$ cat config.mk
export PLATFORM = sky130hd
export DESIGN_NAME = id_ex_ctrl_stage
export DESIGN_NICKNAME = d
export VERILOG_FILES = /design/src/rtl/id_ex_ctrl_stage.sv
export SDC_FILE = /design/constraint.sdc
export NUM_CORES = 1
export LEC_CHECK = 0
export CAP_MARGIN = 5
export CELL_PAD_IN_SITES_DETAIL_PLACEMENT = 1
export CELL_PAD_IN_SITES_GLOBAL_PLACEMENT = 1
export CORE_ASPECT_RATIO = 0.9
export CORE_MARGIN = 10
export CORE_UTILIZATION = 33
export DETAILED_ROUTE_END_ITERATION = 16
export PLACE_DENSITY = 0.85
export SLEW_MARGIN = 20
export SYNTH_ARGS = -nofsm -noshare
export SYNTH_HDL_FRONTEND = slang
export SYNTH_SLANG_ARGS = --single-unit
$ cat constraint.sdc
create_clock -name clk -period 4.05 [get_ports clk]
set_input_delay 0.81 -clock clk [delete_from_list [all_inputs] [get_ports clk]]
set_output_delay 0.81 -clock clk [all_outputs]
set_load 0.02 [all_outputs]
$ cat src/rtl/id_ex_ctrl_stage.sv
// id_ex_ctrl_stage: RV32I decode plus ID/EX control register with valid/ready
// handshake, flush and a one-bubble load-use interlock.
// Optional feature macro: CTRL_RV32M_EN (decodes the M-extension on opcode OP).
module id_ex_ctrl_stage #(
   parameter int unsigned PC_W       = 32,
   parameter int unsigned ALU_CTRL_W = 5,
   parameter int unsigned ILL_CNT_W  = 8
) (
   input  logic                  clk,
   input  logic                  rstn,
   input  logic                  id_valid,
   input  logic [31:0]           id_inst,
   input  logic [PC_W-1:0]       id_pc,
   output logic                  id_ready,
   input  logic                  ex_ready,
   input  logic                  flush,
   output logic                  ex_valid,
   output logic [PC_W-1:0]       ex_pc,
   output logic [31:0]           ex_inst,
   output logic [4:0]            ex_rs1,
   output logic [4:0]            ex_rs2,
   output logic [4:0]            ex_rd,
   output logic                  ex_rf_re0,
   output logic                  ex_rf_re1,
   output logic                  ex_jal,
   output logic                  ex_jalr,
   output logic [2:0]            ex_br_type,
   output logic                  ex_wb_en,
   output logic [1:0]            ex_wb_sel,
   output logic                  ex_alu_op1_sel,
   output logic                  ex_alu_op2_sel,
   output logic [ALU_CTRL_W-1:0] ex_alu_ctrl,
   output logic [2:0]            ex_imm_type,
   output logic                  ex_mem_we,
   output logic                  ex_mem_re,
   output logic [2:0]            ex_mem_size,
   output logic                  ex_illegal,
   output logic                  load_use_stall,
   output logic [ILL_CNT_W-1:0]  illegal_cnt
);

   localparam logic [6:0] OP_LUI    = 7'b0110111;
   localparam logic [6:0] OP_AUIPC  = 7'b0010111;
   localparam logic [6:0] OP_JAL    = 7'b1101111;
   localparam logic [6:0] OP_JALR   = 7'b1100111;
   localparam logic [6:0] OP_BRANCH = 7'b1100011;
   localparam logic [6:0] OP_LOAD   = 7'b0000011;
   localparam logic [6:0] OP_STORE  = 7'b0100011;
   localparam logic [6:0] OP_IMM    = 7'b0010011;
   localparam logic [6:0] OP_REG    = 7'b0110011;
   localparam logic [6:0] OP_FENCE  = 7'b0001111;
   localparam logic [6:0] OP_SYSTEM = 7'b1110011;

   localparam logic [2:0] IMM_I = 3'b001;
   localparam logic [2:0] IMM_B = 3'b010;
   localparam logic [2:0] IMM_S = 3'b011;
   localparam logic [2:0] IMM_J = 3'b100;
   localparam logic [2:0] IMM_U = 3'b101;

   // Base ALU code from funct3; alt selects sub/sra.
   function automatic logic [ALU_CTRL_W-1:0] alu_code(input logic [2:0] f3, input logic alt);
      logic [3:0] c;
      case (f3)
         3'b000:  c = alt ? 4'd1 : 4'd0;
         3'b001:  c = 4'd2;
         3'b010:  c = 4'd3;
         3'b011:  c = 4'd4;
         3'b100:  c = 4'd5;
         3'b101:  c = alt ? 4'd7 : 4'd6;
         3'b110:  c = 4'd8;
         default: c = 4'd9;
      endcase
      return ALU_CTRL_W'(c);
   endfunction

   logic [6:0] w_opcode, w_f7;
   logic [2:0] w_f3;
   logic [4:0] w_rs1, w_rs2, w_rd;
   logic       w_use_rs1, w_use_rs2, w_rf_re0, w_rf_re1;
   logic       w_jal, w_jalr, w_wb_en, w_op1, w_op2, w_mem_we, w_mem_re, w_illegal;
   logic [2:0] w_br, w_imm, w_size;
   logic [1:0] w_wb_sel;
   logic [ALU_CTRL_W-1:0] w_alu;
   logic       w_hz, w_advance, w_load;

   assign w_opcode = id_inst[6:0];
   assign w_rd     = id_inst[11:7];
   assign w_f3     = id_inst[14:12];
   assign w_rs1    = id_inst[19:15];
   assign w_rs2    = id_inst[24:20];
   assign w_f7     = id_inst[31:25];

   // Combinational decode of the ID instruction, illegal encodings squash side effects.
   always_comb begin
      w_use_rs1 = 1'b0;
      w_use_rs2 = 1'b0;
      w_jal     = 1'b0;
      w_jalr    = 1'b0;
      w_br      = 3'b000;
      w_wb_en   = 1'b0;
      w_wb_sel  = 2'b00;
      w_op1     = 1'b0;
      w_op2     = 1'b0;
      w_alu     = '0;
      w_imm     = 3'b000;
      w_mem_we  = 1'b0;
      w_mem_re  = 1'b0;
      w_size    = 3'b000;
      w_illegal = 1'b0;
      case (w_opcode)
         OP_LUI: begin
            w_wb_en = 1'b1; w_wb_sel = 2'b11; w_op2 = 1'b1; w_imm = IMM_U;
         end
         OP_AUIPC: begin
            w_wb_en = 1'b1; w_op1 = 1'b1; w_op2 = 1'b1; w_imm = IMM_U;
         end
         OP_JAL: begin
            w_jal = 1'b1; w_wb_en = 1'b1; w_wb_sel = 2'b01;
            w_op1 = 1'b1; w_op2 = 1'b1; w_imm = IMM_J;
         end
         OP_JALR: begin
            w_jalr = 1'b1; w_use_rs1 = 1'b1; w_wb_en = 1'b1; w_wb_sel = 2'b01;
            w_op2 = 1'b1; w_imm = IMM_I;
         end
         OP_BRANCH: begin
            w_use_rs1 = 1'b1; w_use_rs2 = 1'b1; w_op1 = 1'b1; w_op2 = 1'b1; w_imm = IMM_B;
            case (w_f3)
               3'b000:  w_br = 3'b001;
               3'b001:  w_br = 3'b010;
               3'b100:  w_br = 3'b011;
               3'b101:  w_br = 3'b100;
               3'b110:  w_br = 3'b101;
               3'b111:  w_br = 3'b110;
               default: w_illegal = 1'b1;
            endcase
         end
         OP_LOAD: begin
            w_use_rs1 = 1'b1; w_mem_re = 1'b1; w_wb_en = 1'b1; w_wb_sel = 2'b10;
            w_op2 = 1'b1; w_imm = IMM_I; w_size = w_f3;
            w_illegal = (w_f3 == 3'b011) || (w_f3 == 3'b110) || (w_f3 == 3'b111);
         end
         OP_STORE: begin
            w_use_rs1 = 1'b1; w_use_rs2 = 1'b1; w_mem_we = 1'b1;
            w_op2 = 1'b1; w_imm = IMM_S; w_size = w_f3;
            w_illegal = (w_f3 > 3'b010);
         end
         OP_IMM: begin
            w_use_rs1 = 1'b1; w_wb_en = 1'b1; w_op2 = 1'b1; w_imm = IMM_I;
            w_alu = alu_code(w_f3, (w_f3 == 3'b101) && w_f7[5]);
            if (w_f3 == 3'b001)
               w_illegal = (w_f7 != 7'b0000000);
            else if (w_f3 == 3'b101)
               w_illegal = (w_f7 != 7'b0000000) && (w_f7 != 7'b0100000);
         end
         OP_REG: begin
            w_use_rs1 = 1'b1; w_use_rs2 = 1'b1; w_wb_en = 1'b1;
            if (w_f7 == 7'b0000000)
               w_alu = alu_code(w_f3, 1'b0);
            else if ((w_f7 == 7'b0100000) && ((w_f3 == 3'b000) || (w_f3 == 3'b101)))
               w_alu = alu_code(w_f3, 1'b1);
`ifdef CTRL_RV32M_EN
            else if (w_f7 == 7'b0000001)
               w_alu = ALU_CTRL_W'(5'd16 + {2'b00, w_f3});
`endif
            else
               w_illegal = 1'b1;
         end
         OP_FENCE, OP_SYSTEM: ;
         default: w_illegal = 1'b1;
      endcase
      w_wb_en = w_wb_en && (w_rd != 5'd0);
      if (w_illegal) begin
         w_wb_en  = 1'b0;
         w_mem_we = 1'b0;
         w_mem_re = 1'b0;
         w_jal    = 1'b0;
         w_jalr   = 1'b0;
         w_br     = 3'b000;
      end
   end

   assign w_rf_re0 = w_use_rs1 && (w_rs1 != 5'd0);
   assign w_rf_re1 = w_use_rs2 && (w_rs2 != 5'd0);

   // Load-use interlock and handshake.
   assign w_hz = ex_valid && ex_mem_re && ex_wb_en && id_valid &&
                 ((w_rf_re0 && (w_rs1 == ex_rd)) || (w_rf_re1 && (w_rs2 == ex_rd)));
   assign w_advance      = ex_ready || !ex_valid;
   assign w_load         = !flush && w_advance && id_valid && !w_hz;
   assign id_ready       = flush || (w_advance && !w_hz);
   assign load_use_stall = w_hz && !flush;

   // ID/EX register: flush/bubble, load, or hold.
   always_ff @(posedge clk) begin
      if (!rstn) begin
         ex_valid <= 1'b0; ex_pc <= '0; ex_inst <= '0;
         ex_rs1 <= '0; ex_rs2 <= '0; ex_rd <= '0;
         ex_rf_re0 <= 1'b0; ex_rf_re1 <= 1'b0; ex_jal <= 1'b0; ex_jalr <= 1'b0;
         ex_br_type <= '0; ex_wb_en <= 1'b0; ex_wb_sel <= '0;
         ex_alu_op1_sel <= 1'b0; ex_alu_op2_sel <= 1'b0; ex_alu_ctrl <= '0;
         ex_imm_type <= '0; ex_mem_we <= 1'b0; ex_mem_re <= 1'b0;
         ex_mem_size <= '0; ex_illegal <= 1'b0;
      end else if (w_load) begin
         ex_valid <= 1'b1; ex_pc <= id_pc; ex_inst <= id_inst;
         ex_rs1 <= w_rs1; ex_rs2 <= w_rs2; ex_rd <= w_rd;
         ex_rf_re0 <= w_rf_re0; ex_rf_re1 <= w_rf_re1; ex_jal <= w_jal; ex_jalr <= w_jalr;
         ex_br_type <= w_br; ex_wb_en <= w_wb_en; ex_wb_sel <= w_wb_sel;
         ex_alu_op1_sel <= w_op1; ex_alu_op2_sel <= w_op2; ex_alu_ctrl <= w_alu;
         ex_imm_type <= w_imm; ex_mem_we <= w_mem_we; ex_mem_re <= w_mem_re;
         ex_mem_size <= w_size; ex_illegal <= w_illegal;
      end else if (flush || w_advance) begin
         ex_valid <= 1'b0; ex_wb_en <= 1'b0; ex_mem_we <= 1'b0; ex_mem_re <= 1'b0;
         ex_jal <= 1'b0; ex_jalr <= 1'b0; ex_br_type <= '0; ex_illegal <= 1'b0;
      end
   end

   logic [ILL_CNT_W-1:0] r_ill_cnt;

   // Saturating count of illegal instructions entering EX.
   always_ff @(posedge clk) begin
      if (!rstn)
         r_ill_cnt <= '0;
      else if (w_load && w_illegal && (r_ill_cnt != '1))
         r_ill_cnt <= r_ill_cnt + ILL_CNT_W'(1);
   end

   assign illegal_cnt = r_ill_cnt;

endmodule

# --- Word level (Yosys, flattened, before mapping) ---
# Index checks and enable logic that the tools add are counted.
# W data, S select, Z words.
op_classes:
  n_reduce_logical: 47
  magnitude_cmp: 1
  eq_ne: 23
  mux: 44
  add_sub_neg: 1
ops:
  columns: ["operator", "count"]
  rows:
  - ["$pmux W4 S7", 3]
  - ["$mux W1", 29]
  - ["$eq A7 B6 Y1 const B", 4]
  - ["$eq A7 B7 Y1 const B", 4]
  - ["$logic_and A1 B1 Y1", 19]
  - ["$pmux W3 S6", 1]
  - ["$reduce_or A6 Y1", 3]
  - ["$mux W3", 5]
  - ["$pmux W3 S5", 1]
  - ["$reduce_bool A5 Y1", 3]
  - ["$eq A7 B5 Y1 const B", 2]
  - ["$eq A3 B3 Y1 const B", 4]
  - ["$eq A5 B5 Y1", 2]
  - ["$reduce_or A3 Y1", 3]
  - ["$add A8 B1 Y8 const B", 1]
  - ["$mux W4", 2]
  - ["$ne A8 B8 Y1 const B", 1]
  - ["$pmux W4 S2", 1]
  - ["$reduce_or A8 Y1", 1]
  - ["$eq A7 B2 Y1 const B", 1]
  - ["$eq A7 B4 Y1 const B", 1]
  - ["$logic_not A7 Y1", 1]
  - ["$logic_or A1 B1 Y1", 7]
  - ["$ne A7 B6 Y1 const B", 1]
  - ["11 further kinds", 16]
totals:
  regBits: 114
  input_bits: 69
  wordCells: 138
  out_inout_bits: 116

# --- Depth between registers and ports, before layout ---
logic_depth:
  word_depth: 11
  depth_mapped: 10

# --- Worst setup path before layout ---
# No wires, ideal clock.
synth_timing:
  path_type: "input-to-output"
  start: "input port id_inst[6]"
  end: "output port id_ready"
  arrival_time_ns: 2.416
  required_ns: 3.240
  path_slack_ns: 0.824
  stages: 6
  path_cell_list: "clkbuf_1 > a21boi_1 > o211ai_2 > or4_1 > a21oi_1 > nor2_1"
synth_via:
  elab_chain_cells: 10
  word_cells_on_any_way: 19
  cone_classes: "eq/ne (6); mux (2); reduce/logical (11)"
synth_rtl:
  columns: ["item", "line_no", "text"]
  rows:
  - ["from (decl)", "12", "input logic [31:0] id_inst,"]
  - ["$eq A7 B6 Y1, or another cell as far along", "110", "case (w_opcode)"]
  - ["$reduce_or A6 Y1 (no line) or $reduce_or A3 Y1 (tied branches)", null, null]
  - ["$mux W1", "110", null]
  - ["$logic_and A1 B1 Y1, on equally long branches", "182, 183", null]
  - ["$logic_and A1 B1 Y1", "187", "((w_rf_re0 && (w_rs1 == ex_rd)) || (w_rf_re1 && (w_rs2 == ex_rd)));"]
  - ["$logic_or A1 B1 Y1 (*)", "187", null]
  - ["$logic_and A1 B1 Y1 (*)", "186", "assign w_hz = ex_valid && ex_mem_re && ex_wb_en && id_valid &&"]
  - ["$logic_not A1 Y1 (*)", "190", "assign id_ready = flush || (w_advance && !w_hz);"]
  - ["$logic_and A1 B1 Y1 (*)", "190", null]
  - ["$logic_or A1 B1 Y1 (*)", "190", null]
  - ["to (decl)", "14", "output logic id_ready,"]
# Mark *: on every way between the ends. The rest lies on a longest branch, timed or not.

# --- Worst setup path after layout ---
layout_timing:
  start: "input port id_inst[0]"
  end: "output port load_use_stall"
layout_via:
  elab_chain_cells: 8
  word_cells_on_any_way: 17
  cone_classes: "eq/ne (6); mux (2); reduce/logical (9)"
layout_rtl:
  columns: ["item", "line_no", "text"]
  rows:
  - ["$eq A7 B6 Y1, or another cell as far along", "110", null]
  - ["$reduce_or A6 Y1 (no line) or $reduce_or A3 Y1 (tied branches)", null, null]
  - ["$mux W1", "110", null]
  - ["$logic_and A1 B1 Y1, on equally long branches", "182, 183", null]
  - ["$logic_and A1 B1 Y1", "187", null]
  - ["$logic_or A1 B1 Y1 (*)", "187", null]
  - ["$logic_and A1 B1 Y1 (*)", "186", null]
  - ["$logic_and A1 B1 Y1 (*)", "191", "assign load_use_stall = w_hz && !flush;"]
  - ["to (decl)", "38", "output logic load_use_stall,"]
# Marked as above.

==> flow_summary.yaml <==
run_status:
  status: "finished, final reports clean"
logic_synthesis:
  yosys_warnings: 0
  synth_seq_area_share: 0.435
  async_reset_ff_frac: 0
  synthTopCellsByCount: "nand2_1 (164), dfxtp_1 (98), a21oi_1 (90), clkbuf_1 (28), nor2_1 (28)"
  synthCells: 577
  yosys_most_used_dff: "dfxtp_1"
  netlist_area_um2: 4510
  yosys.area.top_type: "dfxtp_1"
  syn-num-nets: 647
  yosysUniqueCellTypes: 63
  yosys-top-cells-area: "dfxtp_1 (44%), nand2_1 (14%), a21oi_1 (10%)"
  yosysMostFrequentCell: "nand2_1"
  synth_edf_count: 0
  netlist.area_leader.share: 0.435
  synth_seq_cells: 98
  syn_avg_cell_area_um2: 7.81
clocking:
  root_buffer: "clkbuf_16"
  cts_buffers: 9
  path_clk_slew_ns: 0.06
  cts_tree: "yes"
  htreeDepth: 3
  clock_path_buffers: 2
  cts_num_sinks: 98
  clk_latency_ns: 0.35
grt:
  grt_start_max_net_pins: 41
  antenna_found_initial: 0
  grt.overflow.total: 0
  grtUsageTotal: 0.177
  grt_pass1_vias: 4850
  grt_pass1_wl_mm: 26.4
power_and_ir_drop:
  power.leakage_uw: 0.00233
  ir_worst_vdd_mv: 0.200
  p_per_area_nw_per_um2: 336
sta:
  finalCriticalPeriod_ns: 3.78
  finalSetupTns_ns: 0
  skew_ns: 0.00424
  worstMarginPinSlew_ns: 0.673
  fmax_mhz: 264
  rsz0062_at_grt: "false"
  setup_viol: 0
  hold_violations: 0
  max_slew_margin: 0.550
  drv_slew: 0
  fin_crit_sh: 0.934
cells_and_area:
  final_nets: 802
  drive_gt1_frac: 0.0667
  syn2layout_area_growth_pct: 48.2
  layout.cells.non_filler: 903
  diodes: 0
worst_setup_path:
  critPathKind: "in2out"
  cp-start-kind: "input pin"
  crit_arrival_ns: 2.97
  critPathCaptureType: "primary output"
  required_ns: 3.24
  cp_max_fo: 5
floorplanning:
  ios: 185
  die_y_um: 131
  dieWidth_um: 143
  rows: 40
  floorplan.initialDensity: 0.337
  dieArea_um2: 18700
  core-area_um2: 13400
placed_design:
  dp_hpwl_mm: 13.1
  port_buffers: 183
  dp_cells: 889
  place_congestion: 0.882
detailed_routing:
  ant_nets: 0
  drc: 0
  first_pass_iters: 4
  via_count: 4639
  wl_mm: 17.0
  drt_iter0_drc: 269
  vias_per_cell: 5.14
  wl_per_cell_um: 18.9
min_path:
  min_path_type: "reg2reg"
flow_run:
  cap_viol_max_count: 0
## sequential cells by signal, summed over array words and instances (netlist names), 2 cells and up
name / flops
ex_pc: 32
ex_imm_type: 3
illegal_cnt: 8
ex_br_type: 3
ex_inst: 32
ex_mem_size: 3
ex_alu_ctrl: 4
ex_wb_sel: 2
## cell type report
type | count | area, um^2
Sequential cell | 98 | 1960
Timing Repair Buffer | 201 | 1980
Tap cell | 168 | 210
Clock inverter | 4 | 45.0
Fill cell | 1605 | 6690
Multi-Input combinational cell | 417 | 2230
Clock buffer | 10 | 229
Inverter | 5 | 18.8
## path summary, 6_finish.rpt
path | startpoint | endpoint | slack (ns) | cells past startpoint
worst max-delay path | id_inst[0] | load_use_stall | 0.27 | 6
worst min-delay path | ex_alu_ctrl[2] | ex_alu_ctrl[2] | 0.46 | 2
worst max register to register | ex_inst[7] | ex_inst[14] | 1.68 | 7
worst min register to register | ex_alu_ctrl[2] | ex_alu_ctrl[2] | 0.46 | 2
## stage by stage
stage	total power [uW]	instance area, um^2	setup slack (ns)	hold WS (ns)	util
2_1_floorplan	1230	4510	0.824	0.528	-
3_3_place_gp	1420	6390	-0.138	0.442	0.478
3_5_place_dp	1440	6390	-0.139	0.448	0.478
4_1_cts	2270	6670	0.0365	0.457	0.499
5_1_grt	2340	6680	0.226	0.481	0.500
6_report	2240	6680	0.269	0.456	0.500
## layout by cell type, fill, tap and decap left out, types with 3 or more instances in the layout
| cell | Yosys | layout |
|---|---|---|
| clkdlybuf4s50_1 | 0 | 180 |
| nor4_1 | 4 | 4 |
| inv_1 | 4 | 4 |
| xor2_1 | 5 | 5 |
| nand2b_1 | 9 | 9 |
| and3_1 | 4 | 3 |
| nand2_1 | 164 | 164 |
| o2111ai_1 | 4 | 4 |
| nor2_1 | 28 | 28 |
| buf_4 | 22 | 17 |
| o21ai_0 | 11 | 11 |
| or4_1 | 6 | 5 |
| dfxtp_1 | 98 | 98 |
| and2_1 | 4 | 4 |
| nand4_1 | 6 | 6 |
| mux2i_1 | 5 | 5 |
| o31ai_1 | 3 | 3 |
| nand3_1 | 13 | 12 |
| clkbuf_16 | 0 | 9 |
| clkinv_2 | 0 | 3 |
| xnor2_1 | 8 | 8 |
| a21oi_1 | 90 | 89 |
| nor3_1 | 6 | 6 |
## repair_timing
action,CTS,global route
hold buffers,0,0
endpoints found under the setup margin,2,1
resized for setup,3,2
buffers inserted,0,0
pin swaps,0,0
## worst max-delay path, stage by stage
cell and delay [ns]:
clkdlybuf4s50_1 0.60, and4bb_1 0.29, o211ai_2 0.12, or4_4 0.60, a21oi_2 0.19, dlygate4sd2_1 0.36
## cells by family (layout without fill, tap and decap cells)
logic type	Yosys count	count (layout)	share of synthesized area
other cells	1	1	0.000832
compound gates	130	130	0.169
flops	98	98	0.435
simple gates	267	267	0.281
xor+xnor	13	13	0.0253
fa+ha+maj	1	1	0.00278
buf+inv	62	220	0.0747
mux	5	5	0.0111
## where the power goes
part           internal (uW)  leakage, uW  total, uW  switching (uW)
logic                    180      0.00140        392             211
registers                998     0.000798       1020            22.7
clock network            469     0.000138        828             359
total                   1650      0.00233       2240             593
## layer usage
layer  up-vias  GRT usage  wire length [um]
li1       2244          -                 -
met1      2237      0.194              6740
met2       142      0.309              8470
met3        16     0.0722              1590
met4         0     0.0521               231
met5         -          0                 0
Note: power is estimated with default switching activity, not from simulation.
